`src/rtl/booth_mul_seq.sv`:
```
// booth_mul_seq: sequential signed Booth multiplier for the ALU MUL path.
// Multiplies the Y register (mplcand) by the bus value (mplier) and returns
// the full 2*WIDTH-bit signed product split into prod_hi / prod_lo.
//
// Build option: define BOOTH_RADIX4_EN for radix-4 (modified Booth)
// recoding, which halves the iteration count. Ports, reset values, handshake
// and results are the same in both builds; only latency differs.
//
// Timing, with start accepted at edge k:
//   edges k+1 .. k+ITER  perform one Booth step each
//   edge  k+ITER         loads the product, raises done, state -> DONE
//   edge  k+ITER+1       state -> IDLE, busy falls
//   edge  k+ITER+2       earliest edge at which a new start is accepted
module booth_mul_seq #(
    parameter int WIDTH = 32
) (
    input  logic             clk,
    input  logic             clr,
    input  logic             start,
    input  logic [WIDTH-1:0] mplcand,
    input  logic [WIDTH-1:0] mplier,
    output logic [WIDTH-1:0] prod_hi,
    output logic [WIDTH-1:0] prod_lo,
    output logic             busy,
    output logic             done
);

`ifdef BOOTH_RADIX4_EN
    // Two extra accumulator bits hold +-2M without overflow.
    localparam int ACC_W = WIDTH + 2;
    localparam int ITER  = WIDTH / 2;
`else
    // One extra accumulator bit so that -M of the most negative M fits.
    localparam int ACC_W = WIDTH + 1;
    localparam int ITER  = WIDTH;
`endif
    localparam int CNT_W = $clog2(ITER) + 1;

    typedef enum logic [1:0] {
        S_IDLE = 2'd0,
        S_RUN  = 2'd1,
        S_DONE = 2'd2
    } state_e;

    // Control state
    state_e             state_q, state_d;
    logic [CNT_W-1:0]   count_q, count_d;

    // Datapath state: accumulator A, multiplier shift register Q, guard q(-1),
    // and the multiplicand M pre-sign-extended to accumulator width.
    logic [ACC_W-1:0]   acc_q,   acc_d;
    logic [WIDTH-1:0]   mq_q,    mq_d;
    logic               qm1_q,   qm1_d;
    logic [ACC_W-1:0]   mcand_q, mcand_d;

    // Registered outputs
    logic [2*WIDTH-1:0] prod_q,  prod_d;
    logic               busy_q,  busy_d;
    logic               done_q,  done_d;

    // Result of one Booth step applied to the current datapath state
    logic [ACC_W-1:0]   addend;
    logic [ACC_W-1:0]   sum;
    logic [ACC_W-1:0]   acc_step;
    logic [WIDTH-1:0]   mq_step;
    logic               qm1_step;

`ifdef BOOTH_RADIX4_EN
    // Radix-4 step: recode {q1,q0,q(-1)} into 0/+-M/+-2M, add, then shift
    // {A,Q,q(-1)} right arithmetically by two.
    always_comb begin
        // NOTE: every combinational output gets a default first so that no
        // path leaves it unassigned, which would otherwise infer a latch.
        addend = '0;
        case ({mq_q[1:0], qm1_q})
            3'b001, 3'b010: addend = mcand_q;
            3'b011:         addend = mcand_q << 1;
            3'b100:         addend = -(mcand_q << 1);
            3'b101, 3'b110: addend = -mcand_q;
            default:        addend = '0;
        endcase
        sum      = acc_q + addend;
        acc_step = {{2{sum[ACC_W-1]}}, sum[ACC_W-1:2]};
        mq_step  = {sum[1:0], mq_q[WIDTH-1:2]};
        qm1_step = mq_q[1];
    end
`else
    // Radix-2 step: recode {q0,q(-1)} into 0/+M/-M, add, then shift
    // {A,Q,q(-1)} right arithmetically by one.
    always_comb begin
        addend = '0;
        case ({mq_q[0], qm1_q})
            2'b01:   addend = mcand_q;
            2'b10:   addend = -mcand_q;
            default: addend = '0;
        endcase
        sum      = acc_q + addend;
        acc_step = {sum[ACC_W-1], sum[ACC_W-1:1]};
        mq_step  = {sum[0], mq_q[WIDTH-1:1]};
        qm1_step = mq_q[0];
    end
`endif

    // Next-state logic for the IDLE -> RUN -> DONE -> IDLE sequence.
    always_comb begin
        state_d = state_q;
        count_d = count_q;
        acc_d   = acc_q;
        mq_d    = mq_q;
        qm1_d   = qm1_q;
        mcand_d = mcand_q;
        prod_d  = prod_q;
        done_d  = 1'b0;

        case (state_q)
            S_IDLE: begin
                if (start) begin
                    mcand_d = {{(ACC_W-WIDTH){mplcand[WIDTH-1]}}, mplcand};
                    mq_d    = mplier;
                    acc_d   = '0;
                    qm1_d   = 1'b0;
                    count_d = '0;
                    state_d = S_RUN;
                end
            end
            S_RUN: begin
                acc_d   = acc_step;
                mq_d    = mq_step;
                qm1_d   = qm1_step;
                count_d = count_q + CNT_W'(1);
                if (count_q == CNT_W'(ITER - 1)) begin
                    // The exact product always fits in 2*WIDTH bits, so the
                    // accumulator guard bits are simply dropped here.
                    prod_d  = {acc_step[WIDTH-1:0], mq_step};
                    done_d  = 1'b1;
                    state_d = S_DONE;
                end
            end
            S_DONE: begin
                state_d = S_IDLE;
            end
            default: begin
                state_d = S_IDLE;
            end
        endcase

        // busy is registered and tracks the state being entered, so it is
        // high throughout RUN and DONE and low exactly when IDLE.
        busy_d = (state_d != S_IDLE);
    end

    // State register with synchronous clear; clr aborts any operation.
    always_ff @(posedge clk) begin
        // NOTE: sequential state uses non-blocking assignments so all flops
        // update together from values sampled before the edge.
        if (clr) begin
            state_q <= S_IDLE;
            count_q <= '0;
            acc_q   <= '0;
            mq_q    <= '0;
            qm1_q   <= 1'b0;
            mcand_q <= '0;
            prod_q  <= '0;
            busy_q  <= 1'b0;
            done_q  <= 1'b0;
        end else begin
            state_q <= state_d;
            count_q <= count_d;
            acc_q   <= acc_d;
            mq_q    <= mq_d;
            qm1_q   <= qm1_d;
            mcand_q <= mcand_d;
            prod_q  <= prod_d;
            busy_q  <= busy_d;
            done_q  <= done_d;
        end
    end

    assign prod_hi = prod_q[2*WIDTH-1:WIDTH];
    assign prod_lo = prod_q[WIDTH-1:0];
    assign busy    = busy_q;
    assign done    = done_q;

endmodule
```
`config.mk`:
```
export PLATFORM = sky130hd
export DESIGN_NAME = booth_mul_seq
export DESIGN_NICKNAME = d
export VERILOG_FILES = /design/src/rtl/booth_mul_seq.sv
export SDC_FILE = /design/constraint.sdc
export NUM_CORES = 1
export LEC_CHECK = 0
export BUFFER_PORTS_ARGS = -buffer_cell sky130_fd_sc_hd__buf_2
export CAP_MARGIN = 20
export CORE_AREA = 2 2 128 130
export DETAILED_ROUTE_END_ITERATION = 10
export DIE_AREA = 0 0 130 132
export PLACE_DENSITY_LB_ADDON = 0.05
export SYNTH_ARGS = -nofsm -noshare
export SYNTH_HDL_FRONTEND = slang
export SYNTH_SLANG_ARGS = --single-unit
```
`constraint.sdc`:
```
create_clock -name clk -period 5.2 [get_ports clk]
set_clock_uncertainty 0.15 [all_clocks]
set_input_delay 0.26 -clock clk [delete_from_list [all_inputs] [get_ports clk]]
set_output_delay 0.26 -clock clk [all_outputs]
set_load 0.03 [all_outputs]
```
==> impl_results.md, run 1 <==
- Number of global-route vias before repair: 8160
- Pre-CTS setup slack: 0.5077 ns
- Flops & latches, synth: 171
- Pwr dens: 290.5 mW/mm²
- Boundary Pins: 133
- Worst VDD drop: 0.0002315 V
- Die Y: 132 µm
- Synthesis-to-layout area growth: 18.92%
- Relative slew slack: 33.35%
- Drt pass-1 iters: 5
- Initial antenna violation count: 0
- Global-route wire length before repair: 40.39 mm
- Final hold slack: 0.01029 ns
- Crit path DAT: 5.07 ns
- ANT nets after route: 0
- Setup TNS: 0 ns
- Setup crit start kind: flop
- Routed vias: 8935
- Status: complete, no violations
- Post-DP HPWL: 16.92 mm
- All-Layer GR Usage: 29.04%
- CP required: 5.43 ns
- Largest net degree at the start of global routing: 87
- CTS tree: done
- FFs w/ async S/R, synth: 0%
- Starting Density: 57.21%
- Fin crit period: 4.838 ns
- Fill cells: 1391
- Die width: 130 µm
- Iteration-0 DRC Markers: 726
- Post_cts resized: 0
- Worst-margin pin slew: 0.9987 ns
- Synthesized area per cell: 7.683 µm²
- Antenna Cells: 0
- Root Buffer: clkbuf_16
- Synth top area cells: dfxtp_1, nand2_1, a21oi_1
- Endpoints failing setup: 0
- Yosys cell types: 74
- Clock latency on the worst-skew pair: 0.44 ns
- Post-CTS repair timing setup buffer count: 0
- Fin. Hold Viols: 0
- Lkg Pwr: 4.355 nW
- Fraction of layout cells with a size suffix above 1: 15.51%
- Final worst setup slack: 0.3616 ns
- CTS H-tree lvls: 4
- RePlAce Congestion: 0.9180
- R2R cell count: 18
- Nets: 1393
- Commonest non-fill, non-tap cells in the layout: nand2_1, dfxtp_1, a21oi_1, buf_2, nor2_1
- Mapped Cells: 1170
- Full die area: 0.01716 mm²
- Yosys top cell by area: dfxtp_1
- Worst Hold Class: in2reg
- Sequential fraction of the synthesis area: 38.08%
- Netlist Area Pre-Place: 0.008989 mm²
- Power Total: 0.003105 W
- Maxcap violations: 0
- Final period util: 93.05%
- Worst setup EP type: flop
- Buffers on Ports: 132
- CTS sink count: 171
- TritonCTS Buffers: 17
- Vias/cell: 5.886
- Critical path fanouts, max: 7
- DRC violations left: 0
- Critical path class: reg2reg
- Final wirelength: 25.14 mm
- Commonest non-fill, non-tap cell in the layout: nand2_1
- Slew Viols, Final: 0
- Grt total ovfl: 0
- Clock Tree Buf Depth: 2
- Synth Flop Type: dfxtp_1
- Post-synth EDFFs: 0
- Area share of the largest cell type after synthesis: 38.08%
- Site Rows: 46
- Routed wire per std cell: 16.56 µm
- Core box area: 0.01571 mm²
- Hold depth: 3
- RSZ-0062 raised after global routing: false
- Clk slew on worst S/H paths: 0.08 ns
- Post-CTS Hold Buffers: 32
- F_max: 206.7 MHz
- Post-Syn Nets: 1274
- Total number of yosys warnings: 0
## flip-flops by register name, indices dropped and copies added (netlist names)
register and cells:
acc_q 32, mq_q 32, count_q 6, qm1_q 1
state_q 2, prod_q 64, done 1, mcand_q 32
busy 1
## power breakdown
part	internal [W]	switching, W
clock	0.000669	0.000640
combinational	0.000156	0.000243
sequential	0.00135	0.0000440
## synthesized netlist by cell type, drive strengths merged, types with 7 or more instances
cell,count
nand2,233
xnor2,16
a221oi,32
or3,8
dfxtp,171
a21oi,143
a21o,14
buf,13
o21a,7
clkbuf,65
a22oi,15
o21ai,44
xor2,12
nand4,12
nor3,29
nor4,8
a211oi,12
a311oi,12
inv,46
ha,36
nand3,34
a22o,8
and2,7
nor2,78
and3,7
o22ai,32
## per-layer routing
metal	routed length, µm	track usage, %
met5	0	0
met2	12060	47.76
met1	11220	38.99
met4	606	8.781
met3	1265	4.870
## final timing paths
path         startpoint         end  slack [ns]
max          mcand_q[0]  prod_q[62]        0.36
min reg2reg   prod_q[6]   prod_q[6]        0.30
min          mplier[27]    mq_q[27]        0.01
max reg2reg  mcand_q[0]  prod_q[62]        0.36
## logic make-up after synthesis
group	count (synthesis)	share of synthesized area, %
AO/OA/AOI/OAI	358	25.81
XOR/XNOR	28	2.728
adder cells (fa/ha/maj)	37	5.234
buffers and inverters	127	5.429
flip-flops	171	38.08
multiplexers	2	0.2227
AND/OR/NAND/NOR	447	22.49
## area by class of cell
cell class	count	area [µm²]	area share (%)
clock buffer	18	439.2	4.109
clock inverter	14	157.7	1.475
inverter	49	183.9	1.721
multi-input combinational	872	5095	47.66
sequential	171	3423	32.03
tap	216	270.3	2.528
timing repair buffer	178	1120	10.48
## worst max-delay path: stages, from the launching register on
cell and delay (ns):
dfxtp_1 0.32, inv_1 0.08, ha_1 0.17, or3b_1 0.42, nor3_1 0.25, nor3b_2 0.42, and3_1 0.28, nand2_1 0.07
a21oi_1 0.14, a311oi_1 0.06, ha_1 0.38, nand2_1 0.12, or3_1 0.36, o221ai_1 0.17, a21oi_1 0.12, o41ai_1 0.58
a211oi_1 0.17, or4_1 0.42, nand3_1 0.09
## per-stage QoR
| stage | instances | area, µm² | util [%] |
|---|---|---|---|
| 2_1_floorplan | 1170 | 8989 | - |
| 3_3_place_gp | 1451 | 9718 | 61.85 |
| 3_5_place_dp | 1452 | 9746 | 62.02 |
| 4_1_cts | 1516 | 10660 | 67.86 |
| 5_1_grt | 1518 | 10690 | 68.03 |
| 6_report | 1518 | 10690 | 68.03 |
Power figures use the tool's default switching activity.
==> inputs of run 2 (changes only) <==
- RECOVER_POWER: default -> 100
==> run 2 against run 1 <==
The run now ends with max-capacitance violations, max-slew violations left. Worst setup slack lost 0.0014 ns. Count of clock-buffer cells in the layout is the same. Cell count is the same. Critical endpoint unchanged. Largest cell class unchanged.
==> impl_results.md, run 2 (synthesis gave the netlist of run 1 again) <==
- Top cell family by delay on the critical path: simple AND/OR/NAND/NOR gates
- Routed wire per std cell: 16.59 µm (+0.16%)
- FF-to-FF setup slack: 0.36 ns (about the same)
- Setup crit start kind: flop
- Hold Path End: mq_q[27]
- Worst path max stage delay: 0.57 ns (about the same)
- Clk slew on worst S/H paths: 0.08 ns (about the same)
- Vias/cell: 5.907 (+0.36%)
- GR peak layer: met2
- Post-CTS repair timing setup buffer count: 0 (unchanged)
- DRC violations left: 0 (unchanged)
- Global-route wire length before repair: 40.39 mm (unchanged)
- Critical path class: reg2reg
- Worst VDD drop: 0.0002324 V (+0.39%)
- Number of global-route vias before repair: 8160 (unchanged)
- Largest register FFs: 64 (unchanged)
- Met3 usage in global routing: 4.870% (unchanged)
- Status: finished, violations left
- Fraction of layout cells with a size suffix above 1: 9.601% (-5.9 points)
- FF-to-FF End: prod_q[62]
- Reg with most FFs: prod_q
- Critical R2R Launch: mcand_q[0]
- All-Layer GR Usage: 29.04% (unchanged)
- Failing checks: max-capacitance violations, max-slew violations
- Clock Tree Buf Depth: 2 (unchanged)
- Buffers on Ports: 132 (unchanged)
- Boundary Pins: 133 (unchanged)
- Crit-path slowest cell: o41ai_1
- Buf/Inv on CP: 1 (unchanged)
- Crit path DAT: 5.06 ns (about the same)
- GR Util met1: 38.99% (unchanged)
- Site Rows: 46 (unchanged)
- Setup TNS: 0 ns (unchanged)
- Worst-margin pin slew: 2.883 ns (+1.885 ns)
- Antenna Cells: 0 (unchanged)
- Initial antenna violation count: 0 (unchanged)
- Die width: 130 µm (unchanged)
- CP required: 5.42 ns (about the same)
- Clock latency on the worst-skew pair: 0.44 ns (about the same)
- Largest net degree at the start of global routing: 87 (unchanged)
- Final wirelength: 25.18 mm (+0.16%)
- Nets: 1393 (unchanged)
- Die Y: 132 µm (unchanged)
- CTS H-tree lvls: 4 (unchanged)
- Fin crit period: 4.840 ns (+0.001356 ns)
- M2 GR Usage: 47.76% (unchanged)
- Starting Density: 57.21% (unchanged)
- Stages on the worst setup path: 18 (unchanged)
- Hold_sp: mplier[27]
- Post-DP HPWL: 16.92 mm (unchanged)
- Endpoints failing setup: 0 (unchanged)
- F_max: 206.6 MHz (about the same)
- Core box area: 0.01571 mm² (unchanged)
- Critical path fanouts, max: 7 (unchanged)
- Pwr dens: 295.2 mW/mm² (+1.6%)
- TritonCTS Buffers: 17 (unchanged)
- Final period util: 93.07% (about the same)
- Commonest non-fill, non-tap cell in the layout: nand2_1
- Routed vias: 8967 (+0.36%)
- Pre-CTS setup slack: 0.5077 ns (unchanged)
- Relative slew slack: -92.22% (-130 points)
- Maxcap violations: 4 (+4)
- Full die area: 0.01716 mm² (unchanged)
- Iteration-0 DRC Markers: 749 (+3.2%)
- Commonest non-fill, non-tap cells in the layout: nand2_1, dfxtp_1, a21oi_1, nor2_1, clkbuf_1
- Worst setup EP type: flop
- Root Buffer: clkbuf_16
- CP Cell Sequence: inv_1 -> ha_1 -> or3b_1 -> nor3_1 -> nor3b_2 -> and3_1 -> nand2_1 -> a21oi_1 -> a311oi_1 -> ha_1 -> nand2_1 -> or3_1 -> o221ai_1 -> a21oi_1 -> o41ai_1 -> a211oi_1 -> or4_1 -> nand3_1
- Fill cells: 1436 (+3.2%)
- RePlAce Congestion: 0.9180 (unchanged)
- Fin. Hold Viols: 0 (unchanged)
- ANT nets after route: 0 (unchanged)
- Synthesis-to-layout area growth: 16.98%
- Worst Hold Class: in2reg
- CTS tree: done
- Grt total ovfl: 0 (unchanged)
- Final worst setup slack: 0.3602 ns (-0.001356 ns)
- Lkg Pwr: 4.024 nW (-7.6%)
- CTS sink count: 171 (unchanged)
- Hold depth: 3 (unchanged)
- Slew Viols, Final: 218 (+218)
- R2R cell count: 18 (unchanged)
- Drt pass-1 iters: 5 (unchanged)
- RSZ-0062 raised after global routing: false
==> run 2: power breakdown <==
group	total, W	switching [W]	internal (W)
combinational	0.000397	0.000243	0.000154
sequential	0.00140	0.0000437	0.00135
clock	0.00131	0.000641	0.000669
total	0.00310	0.000928	0.00218
==> run 2: how the worst max path moves through the flow <==
stage               slack [ns]    endpoint  startpoint
finish                    0.36  prod_q[62]  mcand_q[0]
global route              0.02  prod_q[62]  mcand_q[0]
CTS                       0.42  prod_q[62]  mcand_q[0]
detailed placement        0.51  prod_q[62]  mcand_q[0]
global placement          0.58  prod_q[62]  mcand_q[0]
floorplan                 0.94   acc_q[29]  mcand_q[0]
==> run 2: stage by stage <==
stage	instances	cell area (µm²)	utilization [%]	power, W	hold slack (ns)
global route	1518	10520	66.92	0.003223	0.02121
floorplan	1170	8989	-	0.001690	0.2460
global placement	1451	9718	61.85	0.001793	0.2887
finish	1518	10520	66.92	0.003104	0.01410
detailed placement	1452	9746	62.02	0.001797	0.2931
CTS	1516	10660	67.86	0.003113	0.008606
==> run 2: cell type report <==
class	count	area (µm²)	share of cell area, %
Multi-Input combinational cell	872	5049	48.01
Sequential cell	171	3423	32.56
Timing Repair Buffer	178	992.2	9.436
Clock buffer	18	439.2	4.177
Tap cell	216	270.3	2.570
Inverter	49	183.9	1.749
Clock inverter	14	157.7	1.499
==> run 2: worst reg2reg max path, stage by stage, from the launching register on <==
cell,delay [ns]
dfxtp_1,0.32
inv_1,0.08
ha_1,0.18
or3b_1,0.43
nor3_1,0.25
nor3b_2,0.43
and3_1,0.28
nand2_1,0.07
a21oi_1,0.14
a311oi_1,0.06
ha_1,0.38
nand2_1,0.12
or3_1,0.36
o221ai_1,0.17
a21oi_1,0.12
o41ai_1,0.57
a211oi_1,0.17
or4_1,0.42
nand3_1,0.09
==> run 2: repair_timing <==
item	4_1_cts	5_1_grt
gates resized for setup	0	0
hold endpoints to repair	32	0
hold buffers	32	0
==> run 2: per-layer routing <==
metal,vias to the layer above,routed length [µm]
met5,-,0
met4,0,648
met3,50,1286
met2,305,12000
met1,4176,11250
li1,4436,-
